--- config.mk ---
export PLATFORM = sky130hd
export DESIGN_NAME = wall_query_arbiter
export DESIGN_NICKNAME = d
export VERILOG_FILES = /design/src/rtl/wall_query_arbiter.sv
export SDC_FILE = /design/constraint.sdc
export NUM_CORES = 1
export LEC_CHECK = 0
export ABC_AREA = 1
export BUFFER_PORTS_ARGS = -buffer_cell sky130_fd_sc_hd__buf_2
export CORE_MARGIN = 5
export CORE_UTILIZATION = 42
export DETAILED_ROUTE_END_ITERATION = 16
export PLACE_DENSITY_LB_ADDON = 0.3
export SKIP_LAST_GASP = 1
export SLEW_MARGIN = 20
export SYNTH_ARGS = -nofsm -noshare
export SYNTH_HDL_FRONTEND = slang
export SYNTH_SLANG_ARGS = --single-unit
--- constraint.sdc ---
create_clock -name clk -period 1.9 [get_ports clk]
set_clock_uncertainty 0.05 [all_clocks]
set_input_delay 0.095 -clock clk [delete_from_list [all_inputs] [get_ports clk]]
set_output_delay 0.095 -clock clk [all_outputs]
set_load 0.01 [all_outputs]
--- src/rtl/wall_query_arbiter.sv ---
// wall_query_arbiter
//   Shares the single maze-wall lookup port between NUM_REQ game-logic requesters.
//   Queries are granted round-robin and issued only while the renderer is not
//   using the port (bright=0). One query is in flight at a time.
// Ports
//   clk, reset       system clock, synchronous active-high reset
//   bright           1 = active video, lookup port owned by the renderer
//   req/req_x/req_y  per-requester level request and packed coordinates
//   ack, wall_hit    one-hot result pulse and the hit bit that goes with it
//   lk_sel           1 = arbiter owns the lookup port
//   lk_valid, lk_x/y lookup strobe and coordinates
//   lk_hit           lookup result, valid LK_LAT cycles after lk_valid
//   busy             high whenever a query is being serviced
module wall_query_arbiter #(
  parameter int unsigned NUM_REQ = 4,
  parameter int unsigned COORD_W = 10,
  parameter int unsigned LK_LAT  = 1
) (
  input  logic                       clk,
  input  logic                       reset,
  input  logic                       bright,
  input  logic [NUM_REQ-1:0]         req,
  input  logic [NUM_REQ*COORD_W-1:0] req_x,
  input  logic [NUM_REQ*COORD_W-1:0] req_y,
  output logic [NUM_REQ-1:0]         ack,
  output logic                       wall_hit,
  output logic                       lk_sel,
  output logic                       lk_valid,
  output logic [COORD_W-1:0]         lk_x,
  output logic [COORD_W-1:0]         lk_y,
  input  logic                       lk_hit,
  output logic                       busy
);

  localparam int unsigned IdxW = (NUM_REQ > 1) ? $clog2(NUM_REQ) : 1;
  localparam int unsigned CntW = $clog2(LK_LAT + 1);

  typedef enum logic [1:0] {StIdle, StIssue, StWait, StDone} state_e;

  state_e              state_q, state_d;
  logic [IdxW-1:0]     rr_ptr_q, rr_ptr_d;
  logic [IdxW-1:0]     gnt_q, gnt_d;
  logic [COORD_W-1:0]  lk_x_q, lk_x_d;
  logic [COORD_W-1:0]  lk_y_q, lk_y_d;
  logic [CntW-1:0]     cnt_q, cnt_d;
  logic                hit_q, hit_d;

  logic                found;
  logic [IdxW-1:0]     win;
  logic [IdxW-1:0]     cand;

  // Round-robin search: first asserted request starting at rr_ptr_q.
  always_comb begin
    found = 1'b0;
    win   = rr_ptr_q;
    cand  = rr_ptr_q;
    for (int unsigned i = 0; i < NUM_REQ; i++) begin
      cand = IdxW'((32'(rr_ptr_q) + i) % NUM_REQ);
      if (!found && req[cand]) begin
        found = 1'b1;
        win   = cand;
      end
    end
  end

  always_comb begin
    state_d  = state_q;
    rr_ptr_d = rr_ptr_q;
    gnt_d    = gnt_q;
    lk_x_d   = lk_x_q;
    lk_y_d   = lk_y_q;
    cnt_d    = cnt_q;
    hit_d    = hit_q;
    unique case (state_q)
      StIdle: begin
        if (!bright && found) begin
          gnt_d   = win;
          lk_x_d  = req_x[win*COORD_W +: COORD_W];
          lk_y_d  = req_y[win*COORD_W +: COORD_W];
          state_d = StIssue;
        end
      end
      StIssue: begin
        // Strobe is withheld while the renderer owns the port; coords stay latched.
        if (!bright) begin
          cnt_d   = CntW'(LK_LAT);
          state_d = StWait;
        end
      end
      StWait: begin
        if (cnt_q == CntW'(1)) begin
          hit_d   = lk_hit;
          state_d = StDone;
        end else begin
          cnt_d = cnt_q - 1'b1;
        end
      end
      StDone: begin
        rr_ptr_d = (gnt_q == IdxW'(NUM_REQ - 1)) ? '0 : gnt_q + 1'b1;
        state_d  = StIdle;
      end
      default: state_d = StIdle;
    endcase
  end

  always_ff @(posedge clk) begin
    if (reset) begin
      state_q  <= StIdle;
      rr_ptr_q <= '0;
      gnt_q    <= '0;
      lk_x_q   <= '0;
      lk_y_q   <= '0;
      cnt_q    <= '0;
      hit_q    <= 1'b0;
    end else begin
      state_q  <= state_d;
      rr_ptr_q <= rr_ptr_d;
      gnt_q    <= gnt_d;
      lk_x_q   <= lk_x_d;
      lk_y_q   <= lk_y_d;
      cnt_q    <= cnt_d;
      hit_q    <= hit_d;
    end
  end

  always_comb begin
    ack = '0;
    if (state_q == StDone) ack[gnt_q] = 1'b1;
    wall_hit = (state_q == StDone) && hit_q;
    lk_valid = (state_q == StIssue) && !bright;
    lk_sel   = !bright;
    lk_x     = lk_x_q;
    lk_y     = lk_y_q;
    busy     = (state_q != StIdle);
  end

endmodule
# == Word-level counts from Yosys, hierarchy flattened ==
# Cells that the tools add are included.
# op_classes
add_sub_neg,5
muxes,26
shifts,2
order_cmp,6
mul,1
bitwise,0
n_div,0
eq_ne,7
reduce_logical,18
# op_table
operator,count
$shiftx A40 B7 Y10,2
$lt A2 B3 Y1 const B,5
$mux W2,7
$mux W1,11
$bmux W1 S2,4
$pmux W2 S4,1
$logic_and A1 B1 Y1,7
$eq A2 B2 Y1 const B,3
$ne A2 B2 Y1 const B,3
$reduce_and A2 Y1,3
$mul A2 B3 Y5 const B,1
$add A2 B1 Y2 const B,2
$add A2 B2 Y2 const B,2
$logic_not A1 Y1,4
$mux W4,1
$reduce_bool A2 Y1,2
$reduce_and A3 Y1,1
$demux W1 S2,1
$eq A2 B1 Y1 const B,1
$ge A2 B1 Y1 const B,1
$logic_not A2 Y1,1
$pmux W1 S2,1
$sub A1 B1 Y1 const B,1
# word_totals
n_memories,0
in_bits,88
out_inout_bits,28
rom_bits,0
register_bits,28
mem_bits_rw,0
latch_bits,0

# == Longest topological paths before layout ==
# Gate-level depths: netlist of run 1.
# logic_depth
word_depth,15
ltp_mapped,17
mapped_depth_nobuf,16

# == Least setup slack after synthesis of run 1 ==
# Ideal clock, no wire load.
# synth_path
path_kind,register to register
from,register rr_ptr_q[0]
to,"register lk_x_q[1], in the netlist lk_x[1]"
path_stages_with_launch,14
t_required_ns,1.737
path_slack_ns,0.144
arrival_ns,1.593
path_cell_list,dfxtp_1 buf_4 nand2_1 nand2_1 nand2_2 nand2_4 nand3_1 nand3_1 nand3_1 nand2_2 nand2_4 buf_4 o21ai_1 nor2_1
# synth_between
elab_chain_cells,14
# synth_lines
element,line_no,source
from (decl),41,"logic [IdxW-1:0] rr_ptr_q, rr_ptr_d;"
from (signal assigned),117,rr_ptr_q <= rr_ptr_d;
"parallel branches: the longest is 14 deep, another holds $mul A2 B3 Y5",--,
to (signal assigned),119,lk_x_q <= lk_x_d;
to (decl),43,"logic [COORD_W-1:0] lk_x_q, lk_x_d;"
# Several ways; the timed one is not identified. The select of a mux whose other input is x is not followed.
# A chain may end at the register's enable or synchronous reset.

# == Worst setup path after layout of run 1 ==
# layout_path
from,register rr_ptr_q[0]
to,"register lk_y_q[7], in the netlist lk_y[7]"
# layout_between
elab_chain_cells,14
# layout_lines
element,line_no,source
"parallel branches: the longest is 14 deep, another holds $mul A2 B3 Y5",--,
to (signal assigned),120,lk_y_q <= lk_y_d;
to (decl),44,"logic [COORD_W-1:0] lk_y_q, lk_y_d;"
# Several ways; the timed one is not identified. The select of a mux whose other input is x is not followed.

==> key figures, run 1 <==
Detailed routing
  – DRC viols: 0
  – Via-per-instance ratio: ~4.9
  – DRT iter0 DRCs: 99
  – Detailed Routing Iterations Pass 1: 4
  – DR WL/cell: 12.5 microns
  – DRT antenna net count: 0
  – Routed wire length: just over 7 mm
  – Via count: between 2k and 3k

Logic synthesis
  – Xor and xnor area share after synthesis: 0%
  – Cell count after synthesis: 386
  – Synthesized area: 0.00234 sq mm
  – Synth Area in Adders: slightly below 5%
  – Mux cell area share after synthesis: 0%
  – Yosys warnings: 0
  – #FFs+latches synth: 28
  – Avg Cell Area, Syn: ~6 sq um
  – Syn Nets: about 480
  – Seq/Total Area, Yosys: 24.0%
  – Post-Synth Simple-Gate Area: between 40% and 50%
  – Post-synthesis compound-gate area fraction: between 10 and 15%
  – Yosys cell types: 27
  – Largest family of logic cells by synthesized area: simple AND/OR/NAND/NOR gates

Pwr
  – VDD IR max: 0.000639 V
  – Sw Ratio: between 40 and 50%
  – Total Power: 4.09 mW
  – Seq pwr share: between 20% and 30%
  – P_leak: about 2.0 nW
  – Internal Power: ~2.2 mW
  – NetSw: 1.88 mW
  – Comb power frac: between 60% and 70%
  – PwrDens: between 1000 and 1500 mW/mm^2
  – Clock power share: a little under an eighth

Worst setup path
  – Worst stage delay on the critical path: 410 ps
  – CP Buf/Inv Count: 2
  – End of the worst register-to-register path: lk_y[7]
  – Crit path capture: lk_y[7]
  – Most used cell, CP: nand2_4
  – Crit path depth: 13
  – Setup CP Type: reg2reg
  – Req. time, crit path: 2030 ps
  – CP top delay family: simple AND/OR/NAND/NOR gates
  – Crit path cell chain: buf_12, nand2_2, nand2_4, nand2_1, nand2_4, nand4_4, nand2_4, nand2_4, buf_12, nand2_1, nand2_1, o21ai_1, nor2_1
  – FF-to-FF Start: rr_ptr_q[0]
  – Reg2reg path depth: 13
  – Arrival @ worst endpoint: ~2000 ps
  – Worst Setup Start Kind: flop
  – CP max FO: 27
  – Worst path slowest cell: dfxtp_4
  – Setup crit start: rr_ptr_q[0]
  – CP Capture Type: flop
  – Reg2Reg Setup Slack: approximately 47 ps

Clock network
  – Longest Clk Path Bufs: 2
  – H-tree levels: 1
  – CTS clk-pin slew, worst paths: 100 ps
  – TritonCTS clock tree: built
  – Clock sinks: 28
  – CTS root buf: clkbuf_8
  – Num CTS Buffers: 3
  – Clk_lat worst skew: roughly 270 ps

STA
  – # setup viols final: 0
  – Part of the cycle the worst path needs: 97.5%
  – Fin Setup TNS: 0 ps
  – Fmax: roughly 0.54 GHz
  – Final Max Slew Viols: 0
  – Max_slew headroom: ~72%
  – RSZ-0062 raised after global routing: yes
  – Post-layout min period: 1850 ps
  – Hold Vio Cnt, Final: 0
  – Worst Tran Pin Value: 418 ps

Placed design
  – Placed cells: roughly 570
  – Placer Congestion: 0.892
  – IO buf count: 115
  – Area of placed instances: between 0.003 and 0.004 sq mm
  – DP HPWL: approximately 5.3 mm

Global route
  – Tot GR Track Use: a little under a fifth
  – First-pass GRT wire length: approximately 11 mm
  – Pin count of the biggest net entering global routing: 28
  – Vias in the first global route: between 2k and 3k
  – Initial antenna violation count: 0
  – Total grt overflow: 0

Finish
  – Share of cells above drive strength 1: about two fifths
  – Post-layout nets: roughly 600
  – Final core occ: 63.1%
  – Post-layout instance count excluding filler cells: 575
  – Final Instance Area: roughly 0.0035 sq mm
  – Antenna diodes: 0
  – Area delta synth->final: 47.6%
  – Most common cell after layout, fill and taps aside: nand2_1
  – Commonest cells after routing, fill and taps aside: nand2_1, buf_2, nand3_1

Floorplan
  – Core area: around 0.0055 sq mm
  – Initial Util: a little over two fifths
  – I/O pins: around 120
  – Die Ht: 84.6 microns
  – Die X-Extent: about 85 microns
  – # rows: 27
  – Die area: approximately 0.0072 sq mm

Flow run
  – Max-cap check violation count: 0

Min path
  – HP Class: in2reg

Run status
  – Outcome: complete, no violations
==> worst min path at each step <==
stage | endpoint | cells after the start | from
global placement | hit_q | 2 | reset
global route | hit_q | 3 | lk_hit
finish | hit_q | 3 | lk_hit
CTS | hit_q | 3 | lk_hit
detailed placement | hit_q | 2 | reset
floorplan | hit_q | 1 | reset
==> flip-flops by register name, summed over array words and instances, names as in the netlist <==
name	count
cnt_q	1
gnt_q	2
hit_q	1
lk_x	10
lk_y	10
rr_ptr_q	2
state_q	2
==> kinds of logic after synthesis <==
logic type / Yosys count
and+or+nand+nor: 251
AOI/OAI and AO/OA: 49
buffers and inverters: 49
DFF: 28
adders and majority gates: 9
==> timing repair <==
item                                    in CTS  in global routing
hold endpoints to repair                     2                  0
cloned                                       0                  2
endpoints found under the setup margin      20                 23
hold buffers                                 1                  0
buffers inserted                             0                  3
gates resized for setup                      2                 58
pin swaps                                    1                 12
==> power by group through the flow <==
| stage | Combinational [mW] | Sequential [mW] | Clock, mW |
|---|---|---|---|
| detailed placement | 2.36 | 0.934 | 0 |
| global placement | 2.32 | 0.931 | 0 |
| CTS | 2.39 | 0.922 | 0.500 |
| floorplan | 1.55 | 0.977 | 0 |
| finish | 2.69 | 0.933 | 0.474 |
| global route | 3.00 | 0.962 | 0.515 |
==> layout make-up <==
| cell class | instances | area (sq um) |
|---|---|---|
| well taps | 72 | 90.1 |
| multi-input cells | 309 | 1750 |
| flip-flops and latches | 28 | 566 |
| fillers | 526 | 2020 |
| clock buffers | 3 | 41.3 |
| inverters | 28 | 113 |
| clock inverters | 1 | 30.0 |
| repair buffers | 134 | 862 |
==> synthesized netlist by cell type (all sizes together) <==
master,n,share of area (%)
dfxtp,28,24
nand3,53,11
buf,16,4.6
inv,27,4.3
o211ai,1,0.32
nand4,3,1.3
ha,9,4.8
clkbuf,5,0.80
o21a,20,6.4
o211a,1,0.43
nor2,36,6.8
o21ai,22,4.7
nand3b,1,0.86
a21oi,5,1.1
nand2,157,28
or2,1,0.27
clkinv,1,0.16
==> worst reg2reg max path, stage by stage, from the launching register on <==
cell,delay [ps]
dfxtp_4,410
buf_12,140
nand2_2,70
nand2_4,90
nand2_1,100
nand2_4,90
nand4_4,130
nand2_4,130
nand2_4,90
buf_12,170
nand2_1,60
nand2_1,50
o21ai_1,130
nor2_1,50
==> stage by stage <==
stage,hold WS (ps),setup slack [ps]
6_report,29.2,47.0
5_1_grt,34.0,-70.9
4_1_cts,18.6,-0.0790
3_5_place_dp,245,-43.8
3_3_place_gp,240,6.19
2_1_floorplan,114,144
==> metal layers <==
layer  part of all wire, %  routed length (microns)  vias to the layer above  GRT usage, %
met5                     0                        0                        -             0
met4                   1.2                       83                        0          3.45
met3                   5.8                      415                        7          3.53
met2                    50                     3570                       82          31.5
met1                    43                     3110                     1252          24.1
li1                      -                        -                     1469             -
No activity file was read; power rests on OpenSTA's default activity.
==> inputs of run 2 (changes only) <==
--- a/config.mk
+++ b/config.mk
@@ -5,10 +5,10 @@
 export SDC_FILE = /design/constraint.sdc
 export NUM_CORES = 1
 export LEC_CHECK = 0
-export ABC_AREA = 1
+export ABC_AREA = 0
 export BUFFER_PORTS_ARGS = -buffer_cell sky130_fd_sc_hd__buf_2
 export CORE_MARGIN = 5
-export CORE_UTILIZATION = 42
+export CORE_UTILIZATION = 39
 export DETAILED_ROUTE_END_ITERATION = 16
 export PLACE_DENSITY_LB_ADDON = 0.3
 export SKIP_LAST_GASP = 1
==> run 2 against run 1 <==
Setup slack better by 51 ps. Highest routed layer unchanged. Critical endpoint is now lk_y[2]. Die area is 13% lower. Clock-buffer cell count stayed put. Design area is 23% lower. Synthesized cell count is 52% lower. Worst hold slack worse by 3.1 ps. Largest cell class unchanged. First-iteration DRC count is 76% lower. Clock power hardly changed.
==> key figures, run 2 <==
Worst setup path
  – Setup CP Type: reg2reg
  – CP max FO: 5
  – FF-to-FF Start: state_q[1]
  – CP Capture Type: flop
  – Req. time, crit path: 2060 ps
  – Reg2reg path depth: 6
  – Setup crit start: state_q[1]
  – Worst Setup Start Kind: flop
  – Arrival @ worst endpoint: around 2000 ps

Clock network
  – Clock sinks: 28
  – # hold bufs at CTS: 0
  – H-tree levels: 1
  – CTS root buf: clkbuf_8
  – Num CTS Buffers: 3
  – CTS clk-pin slew, worst paths: about 100 ps
  – Longest Clk Path Bufs: 2
  – Clk_lat worst skew: around 270 ps
  – TritonCTS clock tree: built

Pwr
  – PwrDens: 838 mW/mm^2
  – VDD IR max: around 0.00036 V
  – P_leak: 1.23 nW
  – Total Power: about 2.2 mW

Detailed routing
  – Via-per-instance ratio: between 4 and 5
  – DRT iter0 DRCs: 24
  – Routed wire length: 5.12 mm
  – DR WL/cell: between 10 and 15 microns
  – DRC viols: 0
  – Via count: between 1.5k and 2k
  – DRT antenna net count: 0
  – Detailed Routing Iterations Pass 1: 4

Finish
  – Fill cells: 430
  – Post-layout nets: ~400
  – Most common cell after layout, fill and taps aside: buf_2
  – Commonest cells after routing, fill and taps aside: buf_2, mux2i_1, dfxtp_1
  – Post-layout instance count excluding filler cells: 361
  – Area delta synth->final: 42.8%
  – Antenna diodes: 0
  – Share of cells above drive strength 1: between 50% and 60%

STA
  – # setup viols final: 0
  – RSZ-0062 raised after global routing: no
  – Hold Vio Cnt, Final: 0
  – Max_slew headroom: between 70% and 80%
  – Worst Tran Pin Value: 409 ps
  – Part of the cycle the worst path needs: roughly 95%
  – Final Max Slew Viols: 0
  – Fmax: approximately 0.55 GHz
  – Hold slack: approximately 26 ps
  – Fin Setup TNS: 0 ps
  – Post-layout min period: 1800 ps

Logic synthesis
  – Top_reg_cell synth: dfxtp_1
  – Seq/Total Area, Yosys: 30.3%
  – Syn Nets: between 200 and 300
  – #FFs+latches synth: 28
  – Async S/R FF share, synth: 0%
  – Yosys warnings: 0
  – Synthesized area: between 0.0015 and 0.002 sq mm
  – Cell count after synthesis: roughly 190
  – Share of the synthesized area in the top cell type: 30.3%
  – Most instantiated library cell after synthesis: mux2i_1
  – Avg Cell Area, Syn: 9.96 sq um
  – Yosys cell types: 26
  – Dominant cell type by area after synthesis: dfxtp_1
  – Area contributors post-synth: dfxtp_1, mux2i_1, o221ai_2, ha_1, nand2_1
  – EDFF count, synth: 0
  – Most common library cells after synthesis: mux2i_1, dfxtp_1, nand2_1

Global route
  – First-pass GRT wire length: between 7 and 8 mm
  – Tot GR Track Use: 15.2%
  – Vias in the first global route: 1771
  – Total grt overflow: 0
  – Pin count of the biggest net entering global routing: 26
  – Initial antenna violation count: 0

Floorplan
  – Initial Util: 39.7%
  – Die X-Extent: slightly below 80 microns
  – Die area: roughly 0.0062 sq mm
  – # rows: 25
  – I/O pins: between 100 and 150
  – Core area: about 0.0047 sq mm
  – Die Ht: roughly 79 microns

Run status
  – Outcome: complete, no violations

Placed design
  – IO buf count: ~120
  – Placed cells: approximately 350
  – Placer Congestion: 0.731
  – DP HPWL: between 3 and 4 mm

Min path
  – Hold path start: lk_hit
  – WHS Path Cells: 3
  – HP Class: in2reg

Flow run
  – Max-cap check violation count: 0
==> run 2: layout make-up <==
class | instances | area [sq um] | area share (%)
tap | 54 | 67.6 | 2.55
timing repair buffer | 126 | 696 | 26.3
clock buffer | 3 | 41.3 | 1.56
multi-input combinational | 141 | 1220 | 46.1
sequential | 28 | 561 | 21.2
clock inverter | 1 | 30.0 | 1.14
inverter | 8 | 30.0 | 1.14
==> run 2: repair_timing <==
action / CTS / global route
cloned: 0 / 2
endpoints found under the setup margin: 1 / 20
resized for setup: 0 / 2
pin swaps: 0 / 2
buffers inserted: 0 / 2
==> run 2: critical path, cell delays in order (launching register included) <==
cell      delay, ps
dfxtp_1         320
inv_1            90
ha_1            170
inv_1            60
or3_4           420
or3_4           470
o221ai_2        160
==> run 2: path summary, 6_finish.rpt <==
kind | endpoint | slack [ps]
hold / removal | hit_q | 30
setup reg to reg | lk_y[2] | 100
hold reg to reg | hit_q | 420
setup / recovery | lk_y[2] | 100
==> run 2: kinds of logic after synthesis <==
kind of cell               share of synthesized area, %
and+or+nand+nor                                    13.2
muxes                                              23.9
AOI/OAI and AO/OA                                  21.5
DFF                                                30.3
buffers and inverters                              5.07
adders and majority gates                          6.08
==> run 2: metal layers <==
metal	vias up	share of wire [%]	global-route usage, %
met4	0	0.41	2.58
met3	2	8.9	4.54
met2	72	47	26.3
met5	-	0	0
li1	919	-	-
met1	794	44	19.0
==> run 2: metrics by stage <==
| stage | utilization, % | setup slack, ps | cell area (sq um) |
|---|---|---|---|
| after global placement | 54.4 | 65.6 | 2540 |
| after CTS | 55.9 | -0.792 | 2610 |
| after detailed placement | 54.4 | 22.9 | 2540 |
| after floorplan | - | 58.4 | 1850 |
| after global routing | 56.8 | 17.1 | 2650 |
| final | 56.8 | 97.7 | 2650 |
==> run 2: where the power goes <==
part	internal, mW	switching [mW]	leakage [nW]	total, mW
clock	0.282	0.192	0.0357	0.474
combinational	0.466	0.474	0.967	0.941
sequential	0.721	0.0805	0.229	0.802
==> inputs of run 3 (changes only) <==
--- a/config.mk
+++ b/config.mk
@@ -7,10 +7,12 @@
 export LEC_CHECK = 0
 export ABC_AREA = 0
 export BUFFER_PORTS_ARGS = -buffer_cell sky130_fd_sc_hd__buf_2
+export CORE_ASPECT_RATIO = 1.5
 export CORE_MARGIN = 5
 export CORE_UTILIZATION = 39
 export DETAILED_ROUTE_END_ITERATION = 16
 export PLACE_DENSITY_LB_ADDON = 0.3
+export SETUP_SLACK_MARGIN = 0.1
 export SKIP_LAST_GASP = 1
 export SLEW_MARGIN = 20
 export SYNTH_ARGS = -nofsm -noshare
==> constraint.sdc (replaced) <==
create_clock -name clk -period 1.9 [get_ports clk]
set_clock_uncertainty 0.05 [all_clocks]
set_input_delay 0.285 -clock clk [delete_from_list [all_inputs] [get_ports clk]]
set_output_delay 0.285 -clock clk [all_outputs]
set_load 0.01 [all_outputs]
==> run 3 against run 2 <==
Via count grew 4.2%. Sequential power barely moved. Sequential share of layout area shrank 1.1 points. Wire length grew 6.4%. First-iteration DRC count increased by 120%. Critical path type unchanged. Critical endpoint is now lk_x[2].
==> key figures, run 3 (synthesis gave the netlist of run 2 again) <==
Floorplan
  – # rows: 30
  – Initial Util: between 40% and 50%
  – Die Ht: around 94 microns
  – Core area: approximately 0.0046 sq mm
  – I/O pins: between 100 and 150
  – Die X-Extent: 66.3 microns
  – Die area: 0.00625 sq mm

STA
  – Hold slack: ~220 ps
  – Worst Tran Pin Value: around 360 ps
  – Final Max Slew Viols: 0
  – Fin Setup TNS: 0 ps
  – # setup viols final: 0
  – Post-layout min period: about 1800 ps
  – Worst setup margin: roughly 100 ps
  – Max_slew headroom: around 76%
  – RSZ-0062 raised after global routing: yes
  – Hold Vio Cnt, Final: 0
  – Part of the cycle the worst path needs: ~95%
  – Fmax: 0.557 GHz

Placed design
  – Pre-CTS setup slack: roughly 80 ps
  – Placer Congestion: 0.785
  – DP HPWL: 4.08 mm
  – Placed cells: approximately 370
  – Area of placed instances: 0.00260 sq mm
  – IO buf count: roughly 120

Pwr
  – Comb power frac: between 40 and 50%
  – Internal Power: about 1.4 mW
  – Sw Ratio: 35.2%
  – Seq pwr share: between 30 and 40%
  – NetSw: a little under 0.8 mW
  – Total Power: between 2 and 2.5 mW
  – PwrDens: around 780 mW/mm^2
  – VDD IR max: around 0.00043 V
  – P_leak: between 1 and 1.5 nW
  – Clock power share: 15.0%

Global route
  – Initial antenna violation count: 0
  – Pin count of the biggest net entering global routing: 42
  – First-pass GRT wire length: roughly 7.8 mm
  – Total grt overflow: 0
  – Vias in the first global route: between 1.5k and 2k
  – Tot GR Track Use: between 15 and 20%

Finish
  – Register area: 564 sq um
  – Final Instance Area: around 0.0028 sq mm
  – Post-layout instance count excluding filler cells: approximately 380
  – Antenna diodes: 0
  – Post-layout nets: between 400 and 500
  – Area delta synth->final: 51.9%
  – Most common cell after layout, fill and taps aside: buf_2
  – Fill cells: between 400 and 500
  – Share of cells above drive strength 1: around 57%
  – Commonest cells after routing, fill and taps aside: buf_2, mux2i_1, nand2_1
  – Multi-input logic area: 0.00126 sq mm
  – Final core occ: around three fifths

Clock network
  – CTS clk-pin slew, worst paths: around 100 ps
  – # hold bufs at CTS: 0
  – TritonCTS clock tree: built
  – Longest Clk Path Bufs: 2
  – CTS root buf: clkbuf_8
  – H-tree levels: 1
  – Clock sinks: 28
  – Num CTS Buffers: 3
  – Clk_lat worst skew: approximately 270 ps

Worst setup path
  – Setup CP Type: reg2reg
  – Req. time, crit path: 2000 ps
  – Worst Setup Start Kind: flop
  – Arrival @ worst endpoint: 1900 ps
  – CP Capture Type: flop
  – CP max FO: 10

Detailed routing
  – Via-per-instance ratio: a little under 5
  – DRT antenna net count: 0
  – Via count: about 1.9k
  – Routed wire length: 5.45 mm
  – Detailed Routing Iterations Pass 1: 4
  – DRC viols: 0
  – DRT iter0 DRCs: 52
  – DR WL/cell: 14.4 microns

Min path
  – HP Class: in2reg

Flow run
  – Max-cap check violation count: 0

Run status
  – Outcome: complete, no violations
run 3: layer usage:
layer	track usage (%)	routed length, microns
met3	3.45	475
met1	17.3	2080
met4	3.56	28
met2	28.3	2860
met5	0	0
run 3: worst paths after layout:
check        slack [ps]  cells after the start      end         from
max                 100                      7  lk_x[2]  rr_ptr_q[1]
min                 220                      3    hit_q       lk_hit
max reg2reg         100                      7  lk_x[2]  rr_ptr_q[1]
min reg2reg         410                      2    hit_q        hit_q
run 3: what timing repair did:
item	CTS	global route
buffers inserted	2	3
gates resized for setup	6	14
endpoints found under the hold margin	0	0
pin swaps	3	3
endpoints found under the setup margin	19	21
cloned	1	2
run 3: critical path, stage by stage, from the launching register on:
cell and delay [ps]:
dfxtp_2 360, or2_2 320, a21oi_4 180, o31ai_4 90, buf_4 170, buf_6 160
mux2i_1 230, o221ai_2 120
run 3: area by class of cell:
type / instances / area share [%]
repair buffers: 137 / 29.8
multi-input cells: 139 / 44.7
well taps: 64 / 2.85
clock buffers: 3 / 1.47
inverters: 8 / 1.07
flip-flops and latches: 28 / 20.1
run 3: power groups by stage:
stage | combinational, mW | sequential [mW] | clock (mW)
2_1_floorplan | 0.513 | 0.856 | 0
3_3_place_gp | 0.934 | 0.811 | 0
3_5_place_dp | 0.953 | 0.809 | 0
4_1_cts | 0.996 | 0.802 | 0.332
5_1_grt | 1.16 | 0.820 | 0.352
6_report | 1.05 | 0.802 | 0.326
